<file path="config.mk">
export PLATFORM = sky130hd
export DESIGN_NAME = vec_stream_tx
export DESIGN_NICKNAME = d
export VERILOG_FILES = /design/src/rtl/vec_stream_tx_pkg.sv /design/src/rtl/memory.sv /design/src/rtl/vec_stream_tx_skid.sv /design/src/rtl/vec_stream_tx.sv
export SDC_FILE = /design/constraint.sdc
export NUM_CORES = 1
export LEC_CHECK = 0
export CORE_ASPECT_RATIO = 1.1
export CORE_MARGIN = 3
export CORE_UTILIZATION = 35
export DETAILED_ROUTE_END_ITERATION = 7
export MAX_ROUTING_LAYER = met4
export PLACE_DENSITY_LB_ADDON = 0.05
export SLEW_MARGIN = 20
export SYNTH_ARGS = -nofsm -noshare
export SYNTH_HDL_FRONTEND = slang
export SYNTH_HIERARCHICAL = 1
export SYNTH_SLANG_ARGS = --single-unit
</file>
<file path="constraint.sdc">
create_clock -name clk -period 5.46 [get_ports clk]
set_clock_uncertainty 0.1 [all_clocks]
set_input_delay 0.819 -clock clk [delete_from_list [all_inputs] [get_ports clk]]
set_output_delay 0.819 -clock clk [all_outputs]
set_load 0.05 [all_outputs]
</file>
<file path="src/rtl/vec_stream_tx_pkg.sv">
// Shared types and default sizing for the vector stream transmitter.
package vec_stream_tx_pkg;

  localparam int unsigned VST_WIDTH  = 16;
  localparam int unsigned VST_N      = 8;
  localparam int unsigned VST_MAXREP = 15;

  typedef enum logic [1:0] {
    IDLE   = 2'd0,
    STREAM = 2'd1,
    FINISH = 2'd2
  } state_t;

  // Range test done in 32-bit space so it stays meaningful for any depth.
  function automatic logic addr_in_range(input int unsigned addr, input int unsigned depth);
    return addr < depth;
  endfunction

endpackage

</file>
<file path="src/rtl/memory.sv">
// Simple dual-port buffer: registered write, synchronous read with one cycle latency.
module memory #(
  parameter int unsigned WIDTH = 16,
  parameter int unsigned DEPTH = 8,
  parameter int unsigned AW    = $clog2(DEPTH)
) (
  input  logic             clk,
  input  logic             we,
  input  logic [AW-1:0]    waddr,
  input  logic [WIDTH-1:0] wdata,
  input  logic             re,
  input  logic [AW-1:0]    raddr,
  output logic [WIDTH-1:0] rdata
);

  logic [WIDTH-1:0] mem [DEPTH];

  always_ff @(posedge clk) begin
    if (we) begin
      mem[waddr] <= wdata;
    end
    if (re) begin
      rdata <= mem[raddr];
    end
  end

endmodule

</file>
<file path="src/rtl/vec_stream_tx_skid.sv">
// Two-entry registered FIFO feeding the stream port; valid/data come straight from the head registers.
module vec_stream_tx_skid
  import vec_stream_tx_pkg::*;
#(
  parameter int unsigned WIDTH = VST_WIDTH
) (
  input  logic             clk,
  input  logic             reset,
  input  logic             push,
  input  logic [WIDTH-1:0] push_data,
  input  logic             ready,
  output logic             valid,
  output logic [WIDTH-1:0] data,
  output logic [1:0]       occ_c
);

  logic             tail_valid;
  logic [WIDTH-1:0] tail_data;
  logic             pop_c;

  assign pop_c = valid && ready;
  assign occ_c = 2'(valid) + 2'(tail_valid);

  // Pushes never arrive when both entries are full and nothing pops; the producer throttles on occ_c.
  always_ff @(posedge clk or negedge reset) begin
    if (!reset) begin
      valid      <= 1'b0;
      data       <= '0;
      tail_valid <= 1'b0;
      tail_data  <= '0;
    end else if (pop_c) begin
      if (tail_valid) begin
        data       <= tail_data;
        tail_valid <= push;
        if (push) begin
          tail_data <= push_data;
        end
      end else begin
        valid <= push;
        if (push) begin
          data <= push_data;
        end
      end
    end else if (push) begin
      if (!valid) begin
        valid <= 1'b1;
        data  <= push_data;
      end else begin
        tail_valid <= 1'b1;
        tail_data  <= push_data;
      end
    end
  end

endmodule

</file>
<file path="src/rtl/vec_stream_tx.sv">
// Streams a host-loaded N-element vector num_vec times over a valid/ready port.
module vec_stream_tx
  import vec_stream_tx_pkg::*;
#(
  parameter int unsigned WIDTH  = VST_WIDTH,
  parameter int unsigned N      = VST_N,
  parameter int unsigned MAXREP = VST_MAXREP,
  localparam int unsigned LOGN  = $clog2(N),
  localparam int unsigned NVW   = $clog2(MAXREP + 1)
) (
  input  logic                    clk,
  input  logic                    reset,
  input  logic                    wr_en,
  input  logic [LOGN-1:0]         wr_addr,
  input  logic signed [WIDTH-1:0] wr_data,
  input  logic                    start,
  input  logic [NVW-1:0]          num_vec,
  output logic                    busy,
  output logic                    done,
  output logic                    output_valid,
  input  logic                    output_ready,
  output logic signed [WIDTH-1:0] output_data
);

  state_t           state, state_next;
  logic [LOGN-1:0]  elem_idx;
  logic [NVW-1:0]   rep_idx;
  logic [NVW-1:0]   rep_total;
  logic             reads_done;
  logic             in_flight;
  logic [WIDTH-1:0] rd_data;
  logic [WIDTH-1:0] skid_data;
  logic [1:0]       occ_c;
  logic [1:0]       room_c;
  logic             wr_ok_c;
  logic             rd_en_c;
  logic             pop_c;
  logic             last_beat_c;

  assign wr_ok_c = wr_en && (state == IDLE) && addr_in_range(32'(wr_addr), N);
  assign pop_c   = output_valid && output_ready;

  // Credit counts the entry freed by this cycle's pop so a steady ready stream sees no bubbles.
  assign room_c  = occ_c - 2'(pop_c) + 2'(in_flight);
  assign rd_en_c = (state == STREAM) && !reads_done && (room_c < 2'd2);

  assign last_beat_c = reads_done && !in_flight && pop_c && (occ_c == 2'd1);

  memory #(
    .WIDTH (WIDTH),
    .DEPTH (N),
    .AW    (LOGN)
  ) u_buf (
    .clk   (clk),
    .we    (wr_ok_c),
    .waddr (wr_addr),
    .wdata (wr_data),
    .re    (rd_en_c),
    .raddr (elem_idx),
    .rdata (rd_data)
  );

  vec_stream_tx_skid #(
    .WIDTH (WIDTH)
  ) u_skid (
    .clk       (clk),
    .reset     (reset),
    .push      (in_flight),
    .push_data (rd_data),
    .ready     (output_ready),
    .valid     (output_valid),
    .data      (skid_data),
    .occ_c     (occ_c)
  );

  assign output_data = skid_data;

  // State register plus registered status outputs derived from the next state.
  always_ff @(posedge clk or negedge reset) begin
    if (!reset) begin
      state <= IDLE;
      busy  <= 1'b0;
      done  <= 1'b0;
    end else begin
      state <= state_next;
      busy  <= (state_next == STREAM);
      done  <= (state_next == FINISH);
    end
  end

  always_comb begin
    state_next = state;
    case (state)
      IDLE: begin
        if (start) begin
          state_next = (num_vec == '0) ? FINISH : STREAM;
        end
      end
      STREAM: begin
        if (last_beat_c) begin
          state_next = FINISH;
        end
      end
      FINISH:  state_next = IDLE;
      default: state_next = IDLE;
    endcase
  end

  // Read sequencer: element index inner loop, repeat index outer loop.
  always_ff @(posedge clk or negedge reset) begin
    if (!reset) begin
      elem_idx   <= '0;
      rep_idx    <= '0;
      rep_total  <= '0;
      reads_done <= 1'b0;
      in_flight  <= 1'b0;
    end else begin
      in_flight <= rd_en_c;
      if ((state == IDLE) && start) begin
        elem_idx   <= '0;
        rep_idx    <= '0;
        rep_total  <= num_vec;
        reads_done <= 1'b0;
      end else if (rd_en_c) begin
        if (elem_idx == LOGN'(N - 1)) begin
          elem_idx <= '0;
          if (rep_idx == rep_total - NVW'(1)) begin
            reads_done <= 1'b1;
          end else begin
            rep_idx <= rep_idx + NVW'(1);
          end
        end else begin
          elem_idx <= elem_idx + LOGN'(1);
        end
      end
    end
  end

endmodule

</file>
After elaboration in Yosys (flattened, before gate mapping) --
Memories as Yosys holds them, arrays and structs flattened. A register that Yosys moved wholly into a read port is not among the register bits. Cells that the tools add are included.
Storage, ports and cells: RAM bits 128, word-level logic and storage cells 88, memories kept 1, bits in registers 51, bits in latches 0, bits in read-only memories 0
Memories:
- u_buf.mem | depth 8, bits a word 16, read ports 1, clocked after memory_dff 1, write ports 1, RTL line memory.sv:16 | logic [WIDTH-1:0] mem [DEPTH];
Operators by class: shifts and indexed selects 0, magnitude comparators 1, multipliers 0, reduce and logical (&&, ||, !) cells 24, equal/unequal tests 11, add/subtract/negate cells 6, divide/modulo/power cells 0, bitwise operators 0, mux-type cells 33
Operator list (number):
- $mux 16 | 9
- $mux 4 | 4
- $mux 1 | 13
- $reduce_bool 2->1 | 6
- $mux 3 | 3
- $reduce_and 3->1 | 3
- $logic_and 1x1->1 | 8
- $ne 2x2->1 const B | 4
- $eq 2x1->1 const B | 3
- $mux 2 | 3
- $add 4x1->4 const B | 1
- $eq 4x4->1 | 1
- $logic_not 4->1 | 1
- $pmux 2 s2 | 1
- $reduce_and 2->1 | 2
- $reduce_and 4->1 | 1
- $sub 4x1->4 const B | 1
- $add 3x1->3 const B | 1
- $eq 3x3->1 const B | 1
- $add 1x1->2 | 1
- $add 2x1->2 | 1
- $eq 2x2->1 const B | 1
- $logic_not 1->1 | 2
- $logic_not 2->1 | 1
- other kinds (3) | 3

Longest topological paths before layout --
depth in word-level cells 7, mapped depth 10

Modules after synthesis --
The synthesis kept the hierarchy.
Modules (own cells, without submodules):
- memory | area each 5454.0 sq um, instances 1, cells each 214
- vec_stream_tx_skid | area each 1601.5 sq um, instances 1, cells each 138
- vec_stream_tx | area each 907.1 sq um, instances 1, cells each 90

Worst setup path after synthesis --
OpenSTA, ideal clock, no wires.
path type reg2reg, from register u_skid.valid, to register u_buf.rdata[0], read port of u_buf.mem (enable), stages on the path, launching flop included 9, period minus slack after synthesis 2.829 ns, path slack 2.631 ns, arrival 2.356 ns, required time 4.987 ns, buffers on the path 1, cell sequence dfrtp_1 -> ha_1 -> inv_1 -> ha_1 -> nor2b_1 -> xnor2_1 -> or3_1 -> buf_6 -> inv_1
On the way: cells in the longest elaborated chain, start to end 5, elaborated cells between the ends (all ways) 6
Ends and longest elaborated chain:
- from (decl) | RTL line vec_stream_tx_skid.sv:12 | output logic valid,
- from (signal assigned) | RTL line vec_stream_tx_skid.sv:39 | valid <= push;
- $add 1x1->2 | RTL line vec_stream_tx_skid.sv:22 | assign occ_c = 2'(valid) + 2'(tail_valid);
- net occ_c[0] | RTL line vec_stream_tx.sv:33 | logic [1:0] occ_c;
- $sub 2x1->2 | RTL line vec_stream_tx.sv:44 | assign room_c = occ_c - 2'(pop_c) + 2'(in_flight);
- $add 2x1->2 | RTL line vec_stream_tx.sv:44
- $lt 2x2->1 | RTL line vec_stream_tx.sv:45 | assign rd_en_c = (state == STREAM) && !reads_done && (room_c < 2'd2);
- $logic_and 1x1->1 | RTL line vec_stream_tx.sv:45
- net rd_en_c | RTL line vec_stream_tx.sv:36 | logic rd_en_c;
- to (decl) | RTL line memory.sv:13 | output logic [WIDTH-1:0] rdata
The timed path passes the listed nets, and every way through them passes these cells. A chain may end at the register's enable or synchronous reset.

Final worst setup path --
from input output_ready, to register u_buf.rdata[8], read port of u_buf.mem (enable)
On the way: cells in the longest elaborated chain, start to end 5
Ends and longest elaborated chain:
- from (decl) | RTL line vec_stream_tx.sv:21 | input logic output_ready,
- $logic_and 1x1->1 | RTL line vec_stream_tx.sv:41 | assign pop_c = output_valid && output_ready;
- $sub 2x1->2 | RTL line vec_stream_tx.sv:44
- $add 2x1->2 | RTL line vec_stream_tx.sv:44
- $lt 2x2->1 | RTL line vec_stream_tx.sv:45
- $logic_and 1x1->1 | RTL line vec_stream_tx.sv:45
- net rd_en_c | RTL line vec_stream_tx.sv:36
The timed path passes the listed nets, and every way through them passes these cells.

==> impl_metrics.tcl <==
set metrics [dict create \
    status "finished, final reports clean" \
    most_common_cell_after_layout_fill_and_taps_aside "edfxtp_1" \
    cp.required_ps 5420 \
    critical_path.reg2reg.startpoint "u_skid/valid$_DFFE_PN0P_" \
    cts_tree "yes" \
    crit_fanout 21 \
    synth.cell_area_um2 7960 \
    async_reset_ff_frac 0.262 \
    netlist_instances 442 \
    average_cell_area_after_synthesis_um2 18.0 \
    cts.htree.levels 4 \
    grt_antenna_before_repair 0 \
    power.density_nw_per_um2 548 \
    timing.slew.headroom 0.336 \
    routedWlPerCell_um 19.4 \
    cts.reportedPaths.clkPinSlew_ps 80 \
    hold_bufs_at_cts 0 \
    pin_count 47 \
    dieWidth_um 150 \
    static_leakage_nw 3.29 \
    grt_overflow 0 \
    cts_max_path_buffers 2 \
    postSynthRegisterBits 195 \
    synthToLayoutAreaGrowth_pct 16.9 \
    cap_violations 0 \
    remaining_routing_drc_violations 0 \
    via_count 4012 \
    max_clock_freq_mhz 269 \
    timing.hold.ws_ps 393 \
    ir_drop_uv 228 \
    timing_max_transition_violations_final 0 \
    final.min_clock_period_ps 3720 \
    crit-reg2reg-capture "u_buf/rdata[8]$_DFFE_PP_" \
    violation_count_after_the_first_detailed_routing_iteration 254 \
    die_y_um 164 \
    vias_per_cell 4.98 \
    start_util 0.358 \
    crit_type "primary input to flop" \
    synth.top_cells.by_area "edfxtp_1 54%, dfrtp_1 16%, mux4_1 9.2%" \
    reg2reg_setup_slack_ps 2080 \
    cts-resized-gates 0 \
    routed_wl_um 15600 \
    num_rows 57 \
    nature_of_the_critical_path_endpoint "flop" \
    top_reg_cell_synth "edfxtp_1" \
    multiInputGateArea_um2 2140 \
    cts.sink_count 195 \
    count_of_flip_flops_with_a_built_in_enable_after_synthesis 144 \
    number_of_buffer_cells_added_on_primary_ports 46 \
    worst-slew-pin-transition_ps 995 \
    grt_pass1_wl_um 24600 \
    drtAntennaViolNets 0 \
    routability_congestion_estimate_from_global_placement 0.695 \
    final_cell_mix "144 x edfxtp_1, 50 x dfrtp_1, 45 x clkdlybuf4s50_1" \
    dieArea_um2 24600 \
    post_cts_buffers 0 \
    final_nets 531 \
    synth_fp_nets 476 \
    drive_gt1_frac 0.171 \
    detailedRoute.firstPassIterationCount 4 \
    yosys.area.top_type_share 0.543 \
    setup_tns_ps 0 \
    grt_setup_unrepaired "no" \
    yosysUniqueCellTypes 43 \
    synth-seq-area-share 0.703 \
    register_area_um2 5600 \
    min-delay-path-class "primary input to asynchronous set/reset pin" \
    root_buffer "clkbuf_16" \
    timing.final.hold_violations 0 \
    num-fill-cells 2040 \
    synth-warning-count 6 \
    clk_latency_ps 430 \
    data_arrival_time_of_the_critical_path_ps 3690 \
    final-setup-viol-count 0 \
    place_hpwl_um 9250 \
    synth_largest_area_cell "edfxtp_1" \
    grt_pass1_vias 4160 \
    worstSetupStartpointType "primary input" \
    cts_inserted_buffers 17 \
    groute.usage.overall 0.139 \
    final_min_period_over_clock_period 0.682 \
    utilization 0.418 \
    pin_count_of_the_biggest_net_entering_global_routing 52 \
    crit_path_start "output_ready" \
    fp.coreArea_um2 22300 \
    r2r.worst_path.cells 7 \
    diodes 0 \
]
==> per-layer routing <==
layer	GRT usage	share of wire
met3	0.0317	0.041
met1	0.171	0.43
met4	0.0324	0.0081
met5	-	0
met2	0.235	0.52
==> kinds of logic (layout without fill, tap and decap cells) <==
| family | after synthesis | after routing | synth area share |
|---|---|---|---|
| multiplexers | 65 | 65 | 0.155 |
| buffers and inverters | 44 | 112 | 0.0297 |
| AO/OA/AOI/OAI | 56 | 56 | 0.0512 |
| adder cells (fa/ha/maj) | 6 | 6 | 0.00943 |
| AND/OR/NAND/NOR | 68 | 68 | 0.0426 |
| flip-flops | 195 | 195 | 0.703 |
| XOR/XNOR | 8 | 8 | 0.00880 |
==> final cells by class <==
class                      count  share of cell area
clock buffer                  17              0.0457
clock inverter                15              0.0163
inverter                      24             0.00968
multi-input combinational    203               0.230
sequential                   195               0.602
tap                          295              0.0397
timing repair buffer          56              0.0570
==> through the flow <==
stage / cell area, µm² / total power [mW] / instances / worst slack (ps)
after global routing: 9310 / 5.40 / 805 / 1490
after detailed placement: 8730 / 3.95 / 773 / 1250
after global placement: 8730 / 3.91 / 773 / 1330
after CTS: 9310 / 5.17 / 805 / 1700
final: 9310 / 5.10 / 805 / 1740
after floorplan: 7960 / 3.52 / 442 / 2630
==> power by group <==
group / internal, mW / switching (mW)
logic: 0.742 / 0.907
registers: 1.95 / 0.290
clock network: 0.615 / 0.596
total: 3.31 / 1.79
==> sequential cells by signal, indices dropped and copies added (netlist names), 2 cells and up <==
signal / count
u_buf/mem: 128
u_buf/rdata: 16
u_skid/data: 16
u_skid/tail_data: 16
rep_idx: 4
rep_total: 4
elem_idx: 3
state: 2
==> worst max path at each step <==
stage | to | depth (start not counted)
CTS | u_buf/rdata[13]$_DFFE_PP_ | 7
finish | u_buf/rdata[8]$_DFFE_PP_ | 7
global placement | u_buf/rdata[7]$_DFFE_PP_ | 7
global route | elem_idx[1]$_DFFE_PN0P_ | 9
floorplan | u_buf/rdata[0]$_DFFE_PP_ | 8
detailed placement | u_buf/rdata[10]$_DFFE_PP_ | 7
==> critical path, cell delays in order <==
cell and delay, ps:
clkdlybuf4s50_1 1050, and2_1 260, ha_1 230, nor2b_1 130, xnor2_1 90, or3_1 490, inv_1 600
==> cells in the mapped netlist, types with 3 or more instances <==
| master | n |
|---|---|
| inv_1 | 24 |
| xnor2_1 | 8 |
| and2_1 | 3 |
| buf_2 | 4 |
| mux2_2 | 22 |
| mux4_2 | 4 |
| clkbuf_1 | 4 |
| buf_6 | 6 |
| buf_1 | 3 |
| o21ai_0 | 4 |
| nand2_1 | 21 |
| nor2_1 | 24 |
| dfrtp_1 | 51 |
| edfxtp_1 | 144 |
| a21oi_1 | 7 |
| a221oi_1 | 16 |
| o22ai_1 | 19 |
| mux4_1 | 28 |
| nor3_1 | 4 |
| mux2_4 | 10 |
| ha_1 | 6 |
| nand2b_1 | 4 |
Power figures use the tool's default switching activity.
